**src/rtl/mem_access_unit_if.sv**
```systemverilog
// mem_access_unit_if: the byte-wide memory port.
// Each byte moves in one request/acknowledge transaction.
//   master (the memory stage): drives mem_req, mem_we, mem_addr_o, mem_wdata
//   slave  (the memory):       drives mem_rdata, mem_ack
// The bus width and opcode macros are shared with the design and any
// environment. Each definition is guarded, so every file can declare them.

`ifndef AluOpBus
`define AluOpBus   7:0
`endif
`ifndef RegAddrBus
`define RegAddrBus 4:0
`endif
`ifndef EXE_LB_OP
`define EXE_LB_OP  8'h20
`define EXE_LH_OP  8'h21
`define EXE_LW_OP  8'h23
`define EXE_LBU_OP 8'h24
`define EXE_LHU_OP 8'h25
`define EXE_SB_OP  8'h28
`define EXE_SH_OP  8'h29
`define EXE_SW_OP  8'h2B
`define EXE_ADD_OP 8'h01
`endif

interface mem_access_unit_if #(
    parameter int ADDR_W = 32
) ();
    logic              mem_req;
    logic              mem_we;
    logic [ADDR_W-1:0] mem_addr_o;
    logic [7:0]        mem_wdata;
    logic [7:0]        mem_rdata;
    logic              mem_ack;

    modport master (
        output mem_req, mem_we, mem_addr_o, mem_wdata,
        input  mem_rdata, mem_ack
    );

    modport slave (
        input  mem_req, mem_we, mem_addr_o, mem_wdata,
        output mem_rdata, mem_ack
    );
endinterface

```
**src/rtl/mem_access_unit.sv**
```systemverilog
// mem_access_unit: memory stage of the RISC-V core.
// Loads and stores run as a sequence of little-endian byte transactions
// on mem_bus. While an access is in progress, the unit stalls the pipeline.
// When the access ends, the unit hands the load result and the writeback
// control to the writeback stage. Non-memory ops pass straight through.
//
// Ports:
//   clk, rst                  clock, synchronous active-high reset
//   aluop_i                   op; selects LB/LH/LW/LBU/LHU/SB/SH/SW or non-memory
//   mem_addr_i, rt_data_i     effective byte address, store operand
//   reg_waddr_i, we_i,
//   reg_wdata_i               writeback control/data from execute
//   reg_waddr_o, we_o,
//   reg_wdata_o               writeback control/data to writeback
//   stallreq                  stall upstream; inputs held stable while high
//   mem_bus (master)          byte request/acknowledge port
//   misalign                  misaligned-access flag (MEM_MISALIGN_CHECK_EN only)
//
// Optional feature: define MEM_MISALIGN_CHECK_EN to enable it. Misaligned
// half and word accesses then skip the memory port, and misalign is raised
// in the DONE cycle.
//
// state | meaning
// IDLE  | pass-through; a memory op starts an access
// BUSY  | byte idx_q in flight, waiting for mem_ack
// DONE  | one cycle; present the load result, release the stall

`ifndef AluOpBus
`define AluOpBus   7:0
`endif
`ifndef RegAddrBus
`define RegAddrBus 4:0
`endif
`ifndef EXE_LB_OP
`define EXE_LB_OP  8'h20
`define EXE_LH_OP  8'h21
`define EXE_LW_OP  8'h23
`define EXE_LBU_OP 8'h24
`define EXE_LHU_OP 8'h25
`define EXE_SB_OP  8'h28
`define EXE_SH_OP  8'h29
`define EXE_SW_OP  8'h2B
`define EXE_ADD_OP 8'h01
`endif

module mem_access_unit #(
    parameter int ADDR_W = 32
) (
    input  logic               clk,
    input  logic               rst,
    input  logic [`AluOpBus]   aluop_i,
    input  logic [ADDR_W-1:0]  mem_addr_i,
    input  logic [31:0]        rt_data_i,
    input  logic [`RegAddrBus] reg_waddr_i,
    input  logic               we_i,
    input  logic [31:0]        reg_wdata_i,
    output logic [`RegAddrBus] reg_waddr_o,
    output logic               we_o,
    output logic [31:0]        reg_wdata_o,
    output logic               stallreq,
    mem_access_unit_if.master  mem_bus
`ifdef MEM_MISALIGN_CHECK_EN
    ,
    output logic               misalign
`endif
);

    typedef enum logic [1:0] {
        IDLE = 2'd0,
        BUSY = 2'd1,
        DONE = 2'd2
    } state_t;

    state_t      state_q, state_d;
    logic [1:0]  idx_q, idx_d;
    logic [31:0] buf_q, buf_d;

    logic        is_load, is_store, is_mem;
    logic [1:0]  last_idx;
    logic [31:0] load_ext;
    logic        skip_access;

    // Decode the memory class and the index of the final byte
    always_comb begin
        is_load  = 1'b0;
        is_store = 1'b0;
        last_idx = 2'd0;
        load_ext = buf_q;
        case (aluop_i)
            `EXE_LB_OP:  begin is_load  = 1'b1; load_ext = {{24{buf_q[7]}}, buf_q[7:0]}; end
            `EXE_LBU_OP: begin is_load  = 1'b1; load_ext = {24'd0, buf_q[7:0]}; end
            `EXE_LH_OP:  begin is_load  = 1'b1; last_idx = 2'd1; load_ext = {{16{buf_q[15]}}, buf_q[15:0]}; end
            `EXE_LHU_OP: begin is_load  = 1'b1; last_idx = 2'd1; load_ext = {16'd0, buf_q[15:0]}; end
            `EXE_LW_OP:  begin is_load  = 1'b1; last_idx = 2'd3; end
            `EXE_SB_OP:  begin is_store = 1'b1; end
            `EXE_SH_OP:  begin is_store = 1'b1; last_idx = 2'd1; end
            `EXE_SW_OP:  begin is_store = 1'b1; last_idx = 2'd3; end
            default: ;
        endcase
        is_mem = is_load | is_store;
    end

    // Inputs are held stable through DONE, so the alignment check needs no
    // register. The same check marks the DONE cycle of a skipped access.
`ifdef MEM_MISALIGN_CHECK_EN
    always_comb begin
        skip_access = 1'b0;
        if (last_idx == 2'd1)
            skip_access = mem_addr_i[0];
        else if (last_idx == 2'd3)
            skip_access = (mem_addr_i[1:0] != 2'b00);
    end
`else
    assign skip_access = 1'b0;
`endif

    always_comb begin
        state_d             = state_q;
        idx_d               = idx_q;
        buf_d               = buf_q;
        stallreq            = 1'b0;
        we_o                = 1'b0;
        reg_waddr_o         = '0;
        reg_wdata_o         = '0;
        mem_bus.mem_req     = 1'b0;
        mem_bus.mem_we      = 1'b0;
        mem_bus.mem_addr_o  = '0;
        mem_bus.mem_wdata   = '0;
`ifdef MEM_MISALIGN_CHECK_EN
        misalign            = 1'b0;
`endif
        case (state_q)
            IDLE: begin
                if (is_mem) begin
                    stallreq = 1'b1;
                    idx_d    = 2'd0;
                    buf_d    = '0;
                    state_d  = skip_access ? DONE : BUSY;
                end else begin
                    reg_waddr_o = reg_waddr_i;
                    we_o        = we_i;
                    reg_wdata_o = reg_wdata_i;
                end
            end
            BUSY: begin
                stallreq           = 1'b1;
                mem_bus.mem_req    = 1'b1;
                mem_bus.mem_we     = is_store;
                mem_bus.mem_addr_o = mem_addr_i + ADDR_W'(idx_q);
                mem_bus.mem_wdata  = rt_data_i[{idx_q, 3'b000} +: 8];
                if (mem_bus.mem_ack) begin
                    if (is_load)
                        buf_d[{idx_q, 3'b000} +: 8] = mem_bus.mem_rdata;
                    if (idx_q == last_idx)
                        state_d = DONE;
                    else
                        idx_d = idx_q + 2'd1;
                end
            end
            DONE: begin
                state_d     = IDLE;
                reg_waddr_o = reg_waddr_i;
                if (skip_access) begin
`ifdef MEM_MISALIGN_CHECK_EN
                    misalign = 1'b1;
`endif
                end else if (is_load) begin
                    we_o        = we_i;
                    reg_wdata_o = load_ext;
                end
            end
            default: state_d = IDLE;
        endcase

        // Reset overrides every output in the same cycle
        if (rst) begin
            stallreq           = 1'b0;
            we_o               = 1'b0;
            reg_waddr_o        = '0;
            reg_wdata_o        = '0;
            mem_bus.mem_req    = 1'b0;
            mem_bus.mem_we     = 1'b0;
            mem_bus.mem_addr_o = '0;
            mem_bus.mem_wdata  = '0;
`ifdef MEM_MISALIGN_CHECK_EN
            misalign           = 1'b0;
`endif
        end
    end

    always_ff @(posedge clk) begin
        if (rst) begin
            state_q <= IDLE;
            idx_q   <= 2'd0;
            buf_q   <= '0;
        end else begin
            state_q <= state_d;
            idx_q   <= idx_d;
            buf_q   <= buf_d;
        end
    end

endmodule
```
**src/flat_wrapper.sv**
```systemverilog
// flat-port wrapper written by rule: the top's interface ports become plain ports
module mem_access_unit_flat 
#(
    parameter int ADDR_W = 32
)
  (clk, rst, aluop_i, mem_addr_i, rt_data_i, reg_waddr_i, we_i, reg_wdata_i, reg_waddr_o, we_o, reg_wdata_o, stallreq, mem_bus_mem_req, mem_bus_mem_we, mem_bus_mem_addr_o, mem_bus_mem_wdata, mem_bus_mem_rdata, mem_bus_mem_ack);
  mem_access_unit_if #(.ADDR_W(ADDR_W)) mem_bus_i ();
  input  logic clk;
  input  logic rst;
  input  logic [`AluOpBus] aluop_i;
  input  logic [ADDR_W-1:0] mem_addr_i;
  input  logic [31:0] rt_data_i;
  input  logic [`RegAddrBus] reg_waddr_i;
  input  logic we_i;
  input  logic [31:0] reg_wdata_i;
  output logic [`RegAddrBus] reg_waddr_o;
  output logic we_o;
  output logic [31:0] reg_wdata_o;
  output logic stallreq;
  output wire logic [$bits(mem_bus_i.mem_req)-1:0] mem_bus_mem_req;
  output wire logic [$bits(mem_bus_i.mem_we)-1:0] mem_bus_mem_we;
  output wire logic [$bits(mem_bus_i.mem_addr_o)-1:0] mem_bus_mem_addr_o;
  output wire logic [$bits(mem_bus_i.mem_wdata)-1:0] mem_bus_mem_wdata;
  input wire logic [$bits(mem_bus_i.mem_rdata)-1:0] mem_bus_mem_rdata;
  input wire logic [$bits(mem_bus_i.mem_ack)-1:0] mem_bus_mem_ack;
  assign mem_bus_mem_req = mem_bus_i.mem_req;
  assign mem_bus_mem_we = mem_bus_i.mem_we;
  assign mem_bus_mem_addr_o = mem_bus_i.mem_addr_o;
  assign mem_bus_mem_wdata = mem_bus_i.mem_wdata;
  assign mem_bus_i.mem_rdata = mem_bus_mem_rdata;
  assign mem_bus_i.mem_ack = mem_bus_mem_ack;
  mem_access_unit #(.ADDR_W(ADDR_W)) u_core (.clk(clk), .rst(rst), .aluop_i(aluop_i), .mem_addr_i(mem_addr_i), .rt_data_i(rt_data_i), .reg_waddr_i(reg_waddr_i), .we_i(we_i), .reg_wdata_i(reg_wdata_i), .reg_waddr_o(reg_waddr_o), .we_o(we_o), .reg_wdata_o(reg_wdata_o), .stallreq(stallreq), .mem_bus(mem_bus_i));
endmodule
```
**config.mk**
```make
export PLATFORM = sky130hd
export DESIGN_NAME = mem_access_unit_flat
export DESIGN_NICKNAME = d
export VERILOG_FILES = /design/src/rtl/mem_access_unit_if.sv /design/src/rtl/mem_access_unit.sv /design/src/flat_wrapper.sv
export SDC_FILE = /design/constraint.sdc
export NUM_CORES = 1
export LEC_CHECK = 0
export BUFFER_PORTS_ARGS = -buffer_cell sky130_fd_sc_hd__buf_2
export CAP_MARGIN = 20
export CELL_PAD_IN_SITES_DETAIL_PLACEMENT = 1
export CELL_PAD_IN_SITES_GLOBAL_PLACEMENT = 1
export CORE_MARGIN = 3
export CORE_UTILIZATION = 28
export DETAILED_ROUTE_END_ITERATION = 8
export GPL_ROUTABILITY_DRIVEN = 1
export GPL_TIMING_DRIVEN = 1
export PLACE_DENSITY = 0.84
export REMOVE_ABC_BUFFERS = 1
export SETUP_SLACK_MARGIN = 0.4
export SYNTH_ARGS = -nofsm -noshare
export SYNTH_HDL_FRONTEND = slang
export SYNTH_SLANG_ARGS = --single-unit
```
**constraint.sdc**
```tcl
create_clock -name clk -period 3.2 [get_ports clk]
set_clock_uncertainty 0.2 [all_clocks]
set_input_delay 0.64 -clock clk [delete_from_list [all_inputs] [get_ports clk]]
set_output_delay 0.64 -clock clk [all_outputs]
set_load 0.005 [all_outputs]
```
# After elaboration in Yosys (flattened, before gate mapping)
# Cells that the tools add are included.
op_classes:
  add_sub_neg: 3
  eq_ne: 16
  shift: 3
  n_mux: 39
  bitwise: 1
  reduce_logical: 9
ops:
  columns: ["operator", "n"]
  rows:
  - ["32-bit two-way mux", 8]
  - ["32-bit one-hot mux with 2 select lines", 2]
  - ["32-bit one-hot mux with 4 select lines", 1]
  - ["8-bit by 6-bit == test with 1-bit output (second input constant)", 8]
  - ["32-bit by 2-bit adder with 32-bit output", 1]
  - ["32-bit bitwise mux", 1]
  - ["8-bit by 7-bit variable shift with 32-bit output (first input constant)", 1]
  - ["32-bit by 6-bit indexed part select with 8-bit output", 1]
  - ["8-bit by 7-bit indexed part select with 32-bit output", 1]
  - ["8-bit two-way mux", 2]
  - ["2-bit two-way mux", 6]
  - ["2-bit one-hot mux with 2 select lines", 3]
  - ["1-bit two-way mux", 11]
  - ["5-bit two-way mux", 2]
  - ["5-bit one-hot mux with 2 select lines", 1]
  - ["4-bit AND reduction", 2]
  - ["5-bit negation with 7-bit output", 1]
  - ["2-bit by 1-bit != test with 1-bit output (second input constant)", 3]
  - ["3-bit OR reduction", 2]
  - ["5-bit OR reduction", 1]
  - ["2-bit != test (second input constant)", 2]
  - ["1-bit one-hot mux with 2 select lines", 2]
  - ["3-bit AND reduction", 1]
  - ["2-bit by 1-bit adder with 2-bit output (second input constant)", 1]
  - ["other kinds (7)", 7]
totals:
  regBits: 36
  input_bits: 121
  out_inout_bits: 81
  elab_cells: 74

# Depth between registers and ports, before layout
# Gate-level depths: netlist of the first run.
logic_depth:
  word_depth: 7
  ltp_mapped: 7
  ltp_nobuf: 6

# Least setup slack after synthesis of the first run
# No wires, ideal clock.
synth_path:
  kind: "in2out"
  startpoint: "in mem_addr_i[0]"
  endpoint: "out mem_bus_mem_addr_o[26]"
  arrival_time_ns: 2.481
  t_required_ns: 2.360
  slack_ns: -0.121
  path_stages: 7
  path_buffers: 1
  path_cell_list: "ha_1 fa_1 nand4_2 or4_1 clkbuf_2 or4_1 a21oi_1"
synth_between:
  elab_chain_len: 3
synth_lines:
  columns: ["item", "line_no", "text"]
  rows:
  - ["start: declaration", "flat_wrapper.sv:11", "input logic [ADDR_W-1:0] mem_addr_i;"]
  - ["32-bit by 2-bit adder with 32-bit output", "mem_access_unit.sv:149", "mem_bus.mem_addr_o = mem_addr_i + ADDR_W'(idx_q);"]
  - ["32-bit two-way mux", "mem_access_unit.sv:132", "case (state_q)"]
  - ["32-bit two-way mux", "mem_access_unit.sv:176", "if (rst) begin"]
  - ["end: declaration", "flat_wrapper.sv:22", "output wire logic [$bits(mem_bus_i.mem_addr_o)-1:0] mem_bus_mem_addr_o;"]
# Every way passes these cells.

# Worst setup path in the final report of the first run
layout_path:
  startpoint: "in mem_addr_i[1]"
  endpoint: "out mem_bus_mem_addr_o[13]"
# The elaborated chain is that of the path after synthesis.

==> out/results.ini, run 1 <==
[logic_synthesis]
synth_edf_count=0
synth_commonest_cells=a21oi_1, nand2_1, o21ai_0
synth_largest_area_cell=dfxtp_1
ys_warn_count=0
synthCells=495
synth_seq_cells=36
yosys.area_share.xor_xnor_pct=2.42
ys_types=60
post_synth.cell_area_avg_um2=7.30
netlist_top_cells_area=dfxtp_1, a21oi_1, nand4_1
muxShareOfSynthArea_pct=6.09
async_flop_share_pct=0
yosysSeqAreaShare_pct=19.9
yosys.area_share.simple_pct=30.2
synth_area_um2=3620
yosys.area.top_type_share_pct=19.9
synth_top_family_by_area=compound AO/OA/AOI/OAI gates
synthAdderAreaFrac_pct=2.63
yosys.cell_count.top_type=a21oi_1
synth_compound_area_share_pct=32.5
synth_flop_cell=dfxtp_1

[timing]
hold_violations=0
fin_crit_ps=3300
setup_viol=8
slew_headroom_pct=45.2
worst_slew_pin_slew_ps=822
worst_slack_ps=-103
max_freq_mhz=303
holdWs_ps=284
slew_viol_final=0
period_share_pct=103
rsz0062_at_grt=true

[global_route]
grt_overflow_total=0
grt_first_pass_wirelength_mm=29.3
gr-usage-all-layers_pct=25.2
grt_start_max_net_pins=40
grt_antenna_before_repair=0
grt_pass1_vias=5498

[critical_path]
reg2reg_slack_ps=410
required_ps=2360
crit_fanout=5
critPathKind=primary input to primary output
critPathCaptureType=primary output
slowest_delay_ps=470
critical_path.cell_chain=buf_8, ha_4, a21oi_4, or4_4, buf_4, or3_1, a21oi_1, buf_2
worstPathArrival_ps=2460
critPathSlowestCell=or4_4
startpoint_type=primary input

[run]
maxCapViolCount=0

[drt]
antenna_left=0
wl_per_cell_um=23.3
avgViaCountPerCell=5.97
drcViolationCount=0
first_iter_violations=602
vias=5548
firstDrtPassIters=5
drt_wl_total_mm=21.7

[run_status]
violations=negative setup slack
status=finished with violations

[layout]
layout.nets=889
fin_area_um2=6590
area.sequential_um2=722
nFillCells=1510
fin_cells=930
drive_gt1_share_pct=52.2
antenna_cells=0
area_growth_pct=82.3
multi_input_area_um2=3230

[clocking]
clockRootBuffer=clkbuf_16
clk-insertion-delay-late_ps=280
clk_path_buf_depth=2
cts_hold_buf=0
cts-buffers-inserted=5
cts_tree=done
clock_sinks=36
clkTransAtPathRegs_ps=50
htree_levels=2

[placement]
place.port_buffers=201
dpl.hpwl_mm=12.7
dpl_worst_slack_ps=-305
gp_congestion=0.893
dp.cells=874
placed_area_um2=5050

[power]
ir_drop_v=0.000190
power_density_nw_per_um2=217
power_w=0.00143
p_leak_nw=2.78

[worst_hold_path]
hold_path.class=flip-flop to flip-flop

[floorplanning]
die_area_um2=14300
rows=40
initial_core_util_pct=29.4
core_area_um2=12300
ios=202
die_w_um=120
die_y_um=120

==> cell families (layout without fill, tap and decap cells) <==
logic type / count (synthesis) / in the layout
adder cells (fa/ha/maj): 7 / 7
AO/OA/AOI/OAI: 181 / 181
XOR/XNOR: 10 / 10
AND/OR/NAND/NOR: 197 / 199
multiplexers: 12 / 12
buffers and inverters: 52 / 317
flip-flops: 36 / 36
==> cell type report <==
class                           count  share of cell area (%)
Multi-Input combinational cell    409                    49.0
Timing Repair Buffer              298                    33.7
Sequential cell                    36                    11.0
Tap cell                          168                    3.19
Clock buffer                        6                    1.95
Inverter                           11                   0.683
Clock inverter                      2                   0.531
==> critical path: cells and delay by family <==
kind                     cells  cell delay (ps)
adder cells (fa/ha/maj)      1              280
AO/OA/AOI/OAI                2              300
buffers and inverters        3              440
AND/OR/NAND/NOR              2              810
==> per-stage QoR <==
stage	setup TNS, ps	util [%]
2_1_floorplan	-11740	-
4_1_cts	-553	49.2
3_5_place_dp	-2870	41.0
3_3_place_gp	-1850	41.0
6_report	-263	53.5
5_1_grt	-1360	53.5
==> layout by cell type (no fill, tap or decap), types with 7 or more instances in the layout <==
cell,count
buf_2,178
a21oi_1,62
buf_4,57
nand2_1,45
buf_6,40
nand4_1,39
dfxtp_1,35
nor2_1,24
o21ai_0,22
o211ai_1,16
o21ai_1,16
and2_1,11
inv_1,10
o31ai_4,10
nand3_1,9
buf_8,9
buf_12,9
a22o_1,8
a22oi_2,8
mux4_2,8
or4_4,7
==> flip-flops by register name, indices dropped and copies added (netlist names) <==
signal / count
u_core.idx_q: 2
u_core.state_q: 2
u_core.buf_q: 32
==> routing by layer <==
layer / track usage [%] / up-vias / routed length [um]
met5: 0 / - / 0
met4: 7.66 / 0 / 947
met3: 4.24 / 90 / 1570
met2: 47.7 / 328 / 11100
met1: 28.7 / 2693 / 8080
li1: - / 2437 / -
==> final timing paths <==
path                                  from                             to  cells past startpoint
max                          mem_addr_i[1]         mem_bus_mem_addr_o[13]                      8
min          u_core.buf_q[18]$_SDFFE_PP0P_  u_core.buf_q[18]$_SDFFE_PP0P_                      2
max reg2reg   u_core.idx_q[0]$_SDFFE_PP0P_  u_core.buf_q[26]$_SDFFE_PP0P_                      7
min reg2reg  u_core.buf_q[18]$_SDFFE_PP0P_  u_core.buf_q[18]$_SDFFE_PP0P_                      2
==> power breakdown <==
| group | leakage, nW | internal [W] | switching [W] |
|---|---|---|---|
| Combinational | 2.41 | 0.000200 | 0.000215 |
| Clock | 0.0808 | 0.000367 | 0.000200 |
| Sequential | 0.290 | 0.000449 | 0.000000495 |
==> timing repair <==
| item | in CTS | in global routing |
|---|---|---|
| endpoints found under the hold margin | 0 | 0 |
| endpoints found under the setup margin | 76 | 103 |
| gates cloned | 7 | 1 |
| gates resized for setup | 116 | 89 |
| buffers inserted | 18 | 22 |
| pin swaps | 66 | 45 |
No activity file was read; power rests on OpenSTA's default activity.
==> run 2, diff against run 1 <==
--- a/config.mk
+++ b/config.mk
@@ -9,11 +9,11 @@
 export CAP_MARGIN = 20
 export CELL_PAD_IN_SITES_DETAIL_PLACEMENT = 1
 export CELL_PAD_IN_SITES_GLOBAL_PLACEMENT = 1
-export CORE_MARGIN = 3
 export CORE_UTILIZATION = 28
 export DETAILED_ROUTE_END_ITERATION = 8
 export GPL_ROUTABILITY_DRIVEN = 1
 export GPL_TIMING_DRIVEN = 1
+export MAX_ROUTING_LAYER = met4
 export PLACE_DENSITY = 0.84
 export REMOVE_ABC_BUFFERS = 1
 export SETUP_SLACK_MARGIN = 0.4
==> out/results.ini, run 2 (synthesis results as in run 1) <==
[clocking]
clkTransAtPathRegs_ps=50
cts-buffers-inserted=5
cts_hold_buf=0
clockRootBuffer=clkbuf_16
clock_sinks=36
htree_levels=2
clk_path_buf_depth=2
clk-insertion-delay-late_ps=290
cts_tree=done

[placement]
gp_congestion=0.812
dpl.hpwl_mm=12.5
place.port_buffers=201

[timing]
worst_slack_ps=-312
fin_crit_ps=3510
setup_viol=23
period_share_pct=110
worst_slew_pin_slew_ps=797
rsz0062_at_grt=true
max_freq_mhz=285
hold_violations=0
holdWs_ps=274
slew_viol_final=0
slew_headroom_pct=46.4

[global_route]
grt_pass1_vias=5507
grt_overflow_total=0
grt_antenna_before_repair=1
grt_first_pass_wirelength_mm=29.9
grt_start_max_net_pins=40
gr-usage-all-layers_pct=30.1

[critical_path]
slowest_delay_ps=590
worstPathArrival_ps=2670
critPathSlowestCell=or4_4
path_common_cell=or4_4
critPathKind=primary input to primary output
critPathCaptureType=primary output
reg2regPathDepth=7
required_ps=2360
crit_fanout=4
critical_path.cell_chain=buf_8, ha_4, fa_2, nand4_4, or4_4, or4_4, a21oi_2, buf_2
startpoint_type=primary input

[layout]
layout.nets=903
final_common_cell=buf_2
drive_gt1_share_pct=54.8
top_regs=u_core.buf_q: 32 flops, u_core.idx_q: 2 flops, u_core.state_q: 2 flops
largest_register=u_core.buf_q
largest_reg_flops=32
layout_common_cells=buf_2, buf_4, buf_6
area_growth_pct=83.5
finalCoreUtilization_pct=52.6

[drt]
firstDrtPassIters=5
vias=5739
drcViolationCount=0
wl_per_cell_um=24.2
avgViaCountPerCell=6.05
antenna_left=0
first_iter_violations=474
drt_wl_total_mm=23.0

[floorplanning]
die_area_um2=13400
die_y_um=116
ios=202
die_w_um=116
initial_core_util_pct=28.7
core_area_um2=12600
rows=41

[power]
pwr-share-clk_pct=37.3
seqPwrFrac_pct=32.7
power_w=0.00137
p_int_w=0.000952
p_leak_nw=2.83
switching_share_pct=30.6
switchingPower_w=0.000419
ir_drop_v=0.000215
power_density_nw_per_um2=207
p_comb_share_pct=29.9

[run_status]
violations=negative setup slack
status=finished with violations

[worst_hold_path]
hold_path.class=flip-flop to flip-flop
whs_path_depth=2

[run]
maxCapViolCount=0

[run 2: layout make-up]
type,count,area [um^2]
clock buffers,7,143
flip-flops and latches,36,728
multi-input cells,407,3210
inverters,11,45.0
clock inverters,1,7.51
diodes,1,2.50
repair buffers,314,2290
fillers,1561,5980
well taps,172,215
[run 2: stage by stage]
stage	setup WS [ps]	instances	instance area (um^2)	TNS [ps]
5_1_grt	-350	949	6640	-4280
3_3_place_gp	-404	877	5050	-3080
2_1_floorplan	-456	454	3430	-11740
6_report	-312	949	6640	-2140
4_1_cts	-175	922	6100	-1180
3_5_place_dp	-415	877	5050	-4920
[run 2: what timing repair did]
| item | 4_1_cts | 5_1_grt |
|---|---|---|
| setup endpoints to repair | 73 | 98 |
| gates cloned | 6 | 3 |
| setup buffers | 31 | 23 |
| pin swaps | 96 | 54 |
| resized for setup | 136 | 81 |
[run 2: power groups by stage]
stage	logic, W	registers [W]	clock network, W
finish	0.000411	0.000449	0.000512
CTS	0.000354	0.000449	0.000502
floorplan	0.000104	0.000460	0
global placement	0.000290	0.000459	0
global route	0.000433	0.000449	0.000530
detailed placement	0.000304	0.000460	0
[run 2: per-layer routing]
metal  routed length [um]  vias to the layer above  GRT usage, %  share of wire [%]
li1                     -                     2467             -                  -
met1                 8490                     2805          33.5                 37
met2                11600                      381          54.4                 51
met3                 1830                       86          4.86                7.9
met4                 1050                        0          10.3                4.6
met5                    0                        -             -                  0
[run 2: worst max-delay path, delay by kind of cell]
family                   cells  cell delay (ps)
AND/OR/NAND/NOR              3             1240
buffers and inverters        2              220
AO/OA/AOI/OAI                1              190
adder cells (fa/ha/maj)      2              380
[run 2: path summary, 6_finish.rpt]
kind	startpoint	end	slack, ps
max	mem_addr_i[0]	mem_bus_mem_addr_o[30]	-310
min	u_core.buf_q[23]$_SDFFE_PP0P_	u_core.buf_q[23]$_SDFFE_PP0P_	270
max reg2reg	u_core.idx_q[0]$_SDFFE_PP0P_	u_core.buf_q[28]$_SDFFE_PP0P_	390
min reg2reg	u_core.buf_q[23]$_SDFFE_PP0P_	u_core.buf_q[23]$_SDFFE_PP0P_	270
